[src/rtl/pl_if_fetch.sv]
// Instruction-fetch stage: owns the fetch PC, issues word reads to instruction
// memory, buffers responses in a 2-entry queue and drives the IF/ID register.
module pl_if_fetch #(
   parameter logic [31:0] RESET_PC = 32'h0000_0000,
   parameter logic [31:0] NOP_INST = 32'h0000_0000
) (
   input  logic        clock,
   input  logic        resetn,
   input  logic [31:0] bpc,
   input  logic [31:0] jpc,
   input  logic [31:0] da,
   input  logic [1:0]  pcsource,
   input  logic        wpcir,
   input  logic        flush,
   output logic        imem_req,
   output logic [31:0] imem_addr,
   input  logic        imem_ready,
   input  logic        imem_rvalid,
   input  logic [31:0] imem_rdata,
   output logic [31:0] dpc4,
   output logic [31:0] inst,
   output logic [31:0] fpc
);

   localparam int unsigned XLEN   = 32;
   localparam int unsigned QDEPTH = 2;
   localparam int unsigned CNT_W  = 2;

   typedef enum logic [1:0] {
      ST_IDLE = 2'd0,
      ST_REQ  = 2'd1,
      ST_WAIT = 2'd2,
      ST_DROP = 2'd3
   } state_t;

   state_t             state_q, state_d;
   logic [XLEN-1:0]    fpc_q, fpc_d;
   logic [XLEN-1:0]    req_addr_q, req_addr_d;
   logic [XLEN-1:0]    q_pc4_q  [QDEPTH];
   logic [XLEN-1:0]    q_pc4_d  [QDEPTH];
   logic [XLEN-1:0]    q_inst_q [QDEPTH];
   logic [XLEN-1:0]    q_inst_d [QDEPTH];
   logic               head_q, head_d;
   logic               tail_q, tail_d;
   logic [CNT_W-1:0]   count_q, count_d;
   logic [XLEN-1:0]    dpc4_q, dpc4_d;
   logic [XLEN-1:0]    inst_q, inst_d;

   logic               redirect;
   logic [XLEN-1:0]    target;
   logic               handshake;
   logic               push;
   logic               pop;
   logic               q_empty;

   // Decode redirect: pcsource only matters when the pipeline may advance.
   always_comb begin
      redirect = wpcir & (pcsource != 2'b00);
      unique case (pcsource)
         2'b01:   target = bpc;
         2'b10:   target = da;
         2'b11:   target = jpc;
         default: target = fpc_q;
      endcase
   end

   assign q_empty   = (count_q == '0);
   assign handshake = imem_req & imem_ready;
   // A response landing in the redirect cycle belongs to the old path.
   assign push      = (state_q == ST_WAIT) & imem_rvalid & ~redirect;
   assign pop       = wpcir & ~flush & ~redirect & ~q_empty;

   // Fetch FSM: state register.
   always_ff @(posedge clock or negedge resetn) begin
      if (!resetn) begin
         state_q <= ST_IDLE;
      end else begin
         state_q <= state_d;
      end
   end

   // Fetch FSM: next state. Redirects steer to DROP whenever a request
   // will still be outstanding after this edge.
   always_comb begin
      state_d = state_q;
      unique case (state_q)
         ST_IDLE: state_d = ST_REQ;
         ST_REQ: begin
            if (handshake) begin
               state_d = redirect ? ST_DROP : ST_WAIT;
            end
         end
         ST_WAIT: begin
            if (imem_rvalid) begin
               state_d = ST_REQ;
            end else if (redirect) begin
               state_d = ST_DROP;
            end
         end
         ST_DROP: begin
            if (imem_rvalid) begin
               state_d = ST_REQ;
            end
         end
         default: state_d = ST_IDLE;
      endcase
   end

   // Fetch FSM: outputs depend on registered state and count only.
   always_comb begin
      imem_req = 1'b0;
      if (state_q == ST_REQ) begin
         imem_req = (count_q < CNT_W'(QDEPTH));
      end
   end

   assign imem_addr = fpc_q;

   // Fetch PC and captured request address.
   always_comb begin
      fpc_d      = fpc_q;
      req_addr_d = req_addr_q;
      if (handshake) begin
         req_addr_d = fpc_q;
      end
      if (redirect) begin
         fpc_d = target;
      end else if (handshake) begin
         fpc_d = fpc_q + XLEN'(4);
      end
   end

   // Instruction queue: a redirect empties it, otherwise push/pop in order.
   always_comb begin
      q_pc4_d  = q_pc4_q;
      q_inst_d = q_inst_q;
      head_d   = head_q;
      tail_d   = tail_q;
      count_d  = count_q;
      if (redirect) begin
         head_d  = 1'b0;
         tail_d  = 1'b0;
         count_d = '0;
      end else begin
         if (push) begin
            q_pc4_d[tail_q]  = req_addr_q + XLEN'(4);
            q_inst_d[tail_q] = imem_rdata;
            tail_d           = tail_q + 1'b1;
         end
         if (pop) begin
            head_d = head_q + 1'b1;
         end
         count_d = count_q + CNT_W'(push) - CNT_W'(pop);
      end
   end

   // IF/ID register: bubble on flush/redirect or empty queue, hold on stall.
   always_comb begin
      dpc4_d = dpc4_q;
      inst_d = inst_q;
      if (wpcir) begin
         if (flush | redirect) begin
            inst_d = NOP_INST;
         end else if (!q_empty) begin
            dpc4_d = q_pc4_q[head_q];
            inst_d = q_inst_q[head_q];
         end else begin
            inst_d = NOP_INST;
         end
      end
   end

   always_ff @(posedge clock or negedge resetn) begin
      if (!resetn) begin
         fpc_q      <= RESET_PC;
         req_addr_q <= RESET_PC;
         head_q     <= 1'b0;
         tail_q     <= 1'b0;
         count_q    <= '0;
         dpc4_q     <= '0;
         inst_q     <= NOP_INST;
         for (int i = 0; i < QDEPTH; i++) begin
            q_pc4_q[i]  <= '0;
            q_inst_q[i] <= '0;
         end
      end else begin
         fpc_q      <= fpc_d;
         req_addr_q <= req_addr_d;
         head_q     <= head_d;
         tail_q     <= tail_d;
         count_q    <= count_d;
         dpc4_q     <= dpc4_d;
         inst_q     <= inst_d;
         q_pc4_q    <= q_pc4_d;
         q_inst_q   <= q_inst_d;
      end
   end

   assign dpc4 = dpc4_q;
   assign inst = inst_q;
   assign fpc  = fpc_q;

endmodule

[config.mk]
export PLATFORM = sky130hd
export DESIGN_NAME = pl_if_fetch
export DESIGN_NICKNAME = d
export VERILOG_FILES = /design/src/rtl/pl_if_fetch.sv
export SDC_FILE = /design/constraint.sdc
export NUM_CORES = 1
export LEC_CHECK = 0
export ABC_AREA = 1
export BUFFER_PORTS_ARGS = -buffer_cell sky130_fd_sc_hd__buf_4
export CORE_UTILIZATION = 50
export CTS_CLUSTER_DIAMETER = 200
export DETAILED_ROUTE_END_ITERATION = 16
export HOLD_SLACK_MARGIN = 0.08
export PLACE_DENSITY = 0.76
export SYNTH_ARGS = -nofsm -noshare
export SYNTH_HDL_FRONTEND = slang
export SYNTH_SLANG_ARGS = --single-unit
export TNS_END_PERCENT = 5
[constraint.sdc]
create_clock -name clock -period 1.6 [get_ports clock]
set_input_delay 0.32 -clock clock [delete_from_list [all_inputs] [get_ports clock]]
set_output_delay 0.32 -clock clock [all_outputs]
set_load 0.01 [all_outputs]
==> flow_summary_export.csv <==
group,metric,value,unit
synth,syn_area,0.0130,mm^2
synth,yosys-top-cells-count,"nand2_1 (588), dfrtp_1 (262), nor2_1 (122), o21ai_0 (122), inv_1 (99)",
floorplan,row_count,58,
route,drc,0,
synth,yosysUniqueCellTypes,38,
global_routing,first_global_vias,11800,
route,antenna_left,0,
final_layout,utilization,71.1,%
placed_design,postPlaceCellArea,0.0159,mm^2
min_path,hold_depth,3,
critical_path,crit_path_start_kind,"register",
timing,worst_pin_slew,0.517,ns
critical_path,crit_start,"state_q[0]",
timing,max_freq,552,MHz
final_layout,nets,2136,
synth,ys.warnings.count,0,
placed_design,dp_cells,2234,
floorplan,start_util,51.4,%
timing,rsz0062_at_grt,"yes",
critical_path,crit_fanout,2,
floorplan,core-area,0.0253,mm^2
power,ir_worst_vdd,1.03,mV
placed_design,hpwl,26200,um
global_routing,grt_max_degree,61,
synth,syn_inst,1637,
critical_path,timing.reg2reg.setup_slack,-0.14,ns
critical_path,reg2reg_depth,9,
global_routing,antenna_found_initial,0,
cts,numCtsBuffers,27,
floorplan,die_w,163,um
timing,maxSlewViolCount,0,
critical_path,crit_type,"register to output port",
route,met2_length,19300,um
synth,synth_edf_count,0,
cts,cts-root-buf,"clkbuf_16",
synth,synth-async-reset-ratio,100,%
power,leakagePower,8.89,nW
cts,clock_sinks,262,
route,dr.pass1.iters,6,
critical_path,worstPathRequired,1.28,ns
final_layout,fin_area,0.0180,mm^2
power,p_per_area,1640,mW/mm^2
final_layout,antenna_cells,0,
floorplan,die_y,163,um
route,vias,12300,
critical_path,reg2reg_from,"state_q[0]",
timing,finalHoldViolations,0,
global_routing,grt_pass1_wl,59600,um
timing,min_period_over_period,113,%
status,violations,"setup timing",
global_routing,grt_overflow,0,
synth,yosysSeqAreaShare,50.4,%
route,viasPerCell,5.27,
timing,slew_headroom,65.5,%
synth,synth_top_cell_by_area,"dfrtp_1",
min_path,hold_class,"primary input to register",
cts,cts.clk_slew.worst_paths,0.07,ns
critical_path,r2r-end,"q_pc4_q[9]",
synth,yosysMostFrequentCell,"nand2_1",
final_layout,synthToLayoutAreaGrowth,38.3,%
placed_design,place.gp.congestion,0.924,
critical_path,setup.worst_path.end,"imem_req",
route,met1_length,15800,um
timing,fin_crit,1.81,ns
placed_design,place_ws,-0.256,ns
cts,cts_tree,"built",
critical_path,cp-end-kind,"output port",
cts,clockBufferDepth,3,
final_layout,fillerInstances,1922,
route,wirelength,38400,um
floorplan,ios,265,
cts,worstSkewPairLatency,0.55,ns
route,dr_wl_met3,2310,um
synth,ys_ff_latch,262,
synth,avgSynthCellArea,7.95,um^2
route,top_layer,"met4",
timing,setup_slack,-0.213,ns
timing,skew,0.0206,ns
synth,synth_nets,1783,
cts,cts_max_level,1,
status,outcome,"complete, but fails checks",
synth,synth_area_leaders,"dfrtp_1 (50%), nand2_1 (17%), o21ai_0 (4.7%)",
critical_path,worst_ep_arrival_time,1.49,ns
synth,synth_top_area_share,50.4,%
route,drt_iter0_drc,1023,
timing,setup_viol_count_final,95,
timing,tns,-6.12,ns
route,wl_per_cell,16.4,um
placed_design,portBuffers,264,
floorplan,die_area,0.0267,mm^2
final_layout,layout-drive-gt1-share,28.9,%
run,cap_violations,0,
global_routing,grt.total_usage,28.1,%
final_layout,fin_cells,2337,
synth,synth_flop_cell,"dfrtp_1",
stage by stage:
step,power (mW),hold slack (ns)
2_1_floorplan,16.8,0.0244
3_3_place_gp,21.6,0.218
3_5_place_dp,22.0,0.222
4_1_cts,28.4,0.0815
5_1_grt,31.3,0.0965
6_report,29.5,0.0937
how the worst min path moves through the flow:
stage,from,to,slack [ns]
2_1_floorplan,resetn,count_q[0],0.02
3_3_place_gp,resetn,inst[29],0.22
3_5_place_dp,resetn,count_q[0],0.22
4_1_cts,jpc[2],fpc[2],0.08
5_1_grt,jpc[2],fpc[2],0.1
6_report,jpc[2],fpc[2],0.09
layout make-up:
class                           instances  area, um^2  share of cell area, %
Clock inverter                          5        40.0                  0.222
Clock buffer                           41         768                   4.27
Tap cell                              330         413                   2.29
Timing Repair Buffer                  435        3800                   21.1
Multi-Input combinational cell       1158        5960                   33.1
Inverter                              106         445                   2.47
Sequential cell                       262        6570                   36.5
repair_timing:
action / 4_1_cts / 5_1_grt
gates resized for setup: 64 / 137
gates cloned: 0 / 5
hold buffers: 34 / 0
endpoints found under the setup margin: 122 / 210
setup buffers: 4 / 14
pin swaps: 8 / 20
hold endpoints to repair: 324 / 0
cells in the final DEF (no fill, tap or decap), types with 4 or more instances in the layout:
master,count
a21oi_1,30
a21oi_2,26
a21oi_4,4
a22oi_1,8
a31oi_1,33
buf_12,17
buf_4,336
buf_6,43
clkbuf_1,10
clkbuf_16,31
clkbuf_8,4
clkinv_2,4
dfrtp_1,250
dfrtp_2,12
dlygate4sd3_1,34
ha_1,4
ha_4,4
inv_1,94
inv_2,6
mux2i_1,31
nand2_1,565
nand2_2,19
nand2_4,8
nand3_1,64
nand3_2,4
nand3b_1,8
nand4_1,7
nor2_1,103
nor2_2,18
nor2_4,14
nor3_2,7
o21ai_0,106
o21ai_1,44
xnor2_1,6
xor2_1,21
sequential cells by signal (all words and copies together) (netlist names):
register	flops
q_pc4_q	64
state_q	2
q_inst_q	64
inst	32
head_q	1
count_q	2
dpc4	32
tail_q	1
fpc	32
req_addr_q	32
power breakdown:
| part | internal (mW) | switching, mW |
|---|---|---|
| clock network | 3.30 | 2.55 |
| logic | 5.92 | 6.65 |
| registers | 9.10 | 1.96 |
layer usage:
layer / vias up / track usage, %
met4: 0 / 9.26
met3: 62 / 3.71
met5: - / 0
met2: 473 / 48.2
li1: 5931 / -
met1: 5840 / 36.5
critical path, cell delays in order (launching register included):
cell	delay (ns)
dfrtp_1	0.40
ha_2	0.20
inv_2	0.07
nor2_4	0.04
buf_6	0.12
buf_6	0.11
logic make-up after synthesis:
logic type	share of synthesized area (%)
muxes	2.56
adders and majority gates	0.961
AOI/OAI and AO/OA	10.6
buffers and inverters	7.68
DFF	50.4
xor gates and xnor gates	1.88
and+or+nand+nor	26.0
Power figures use the tool's default switching activity.
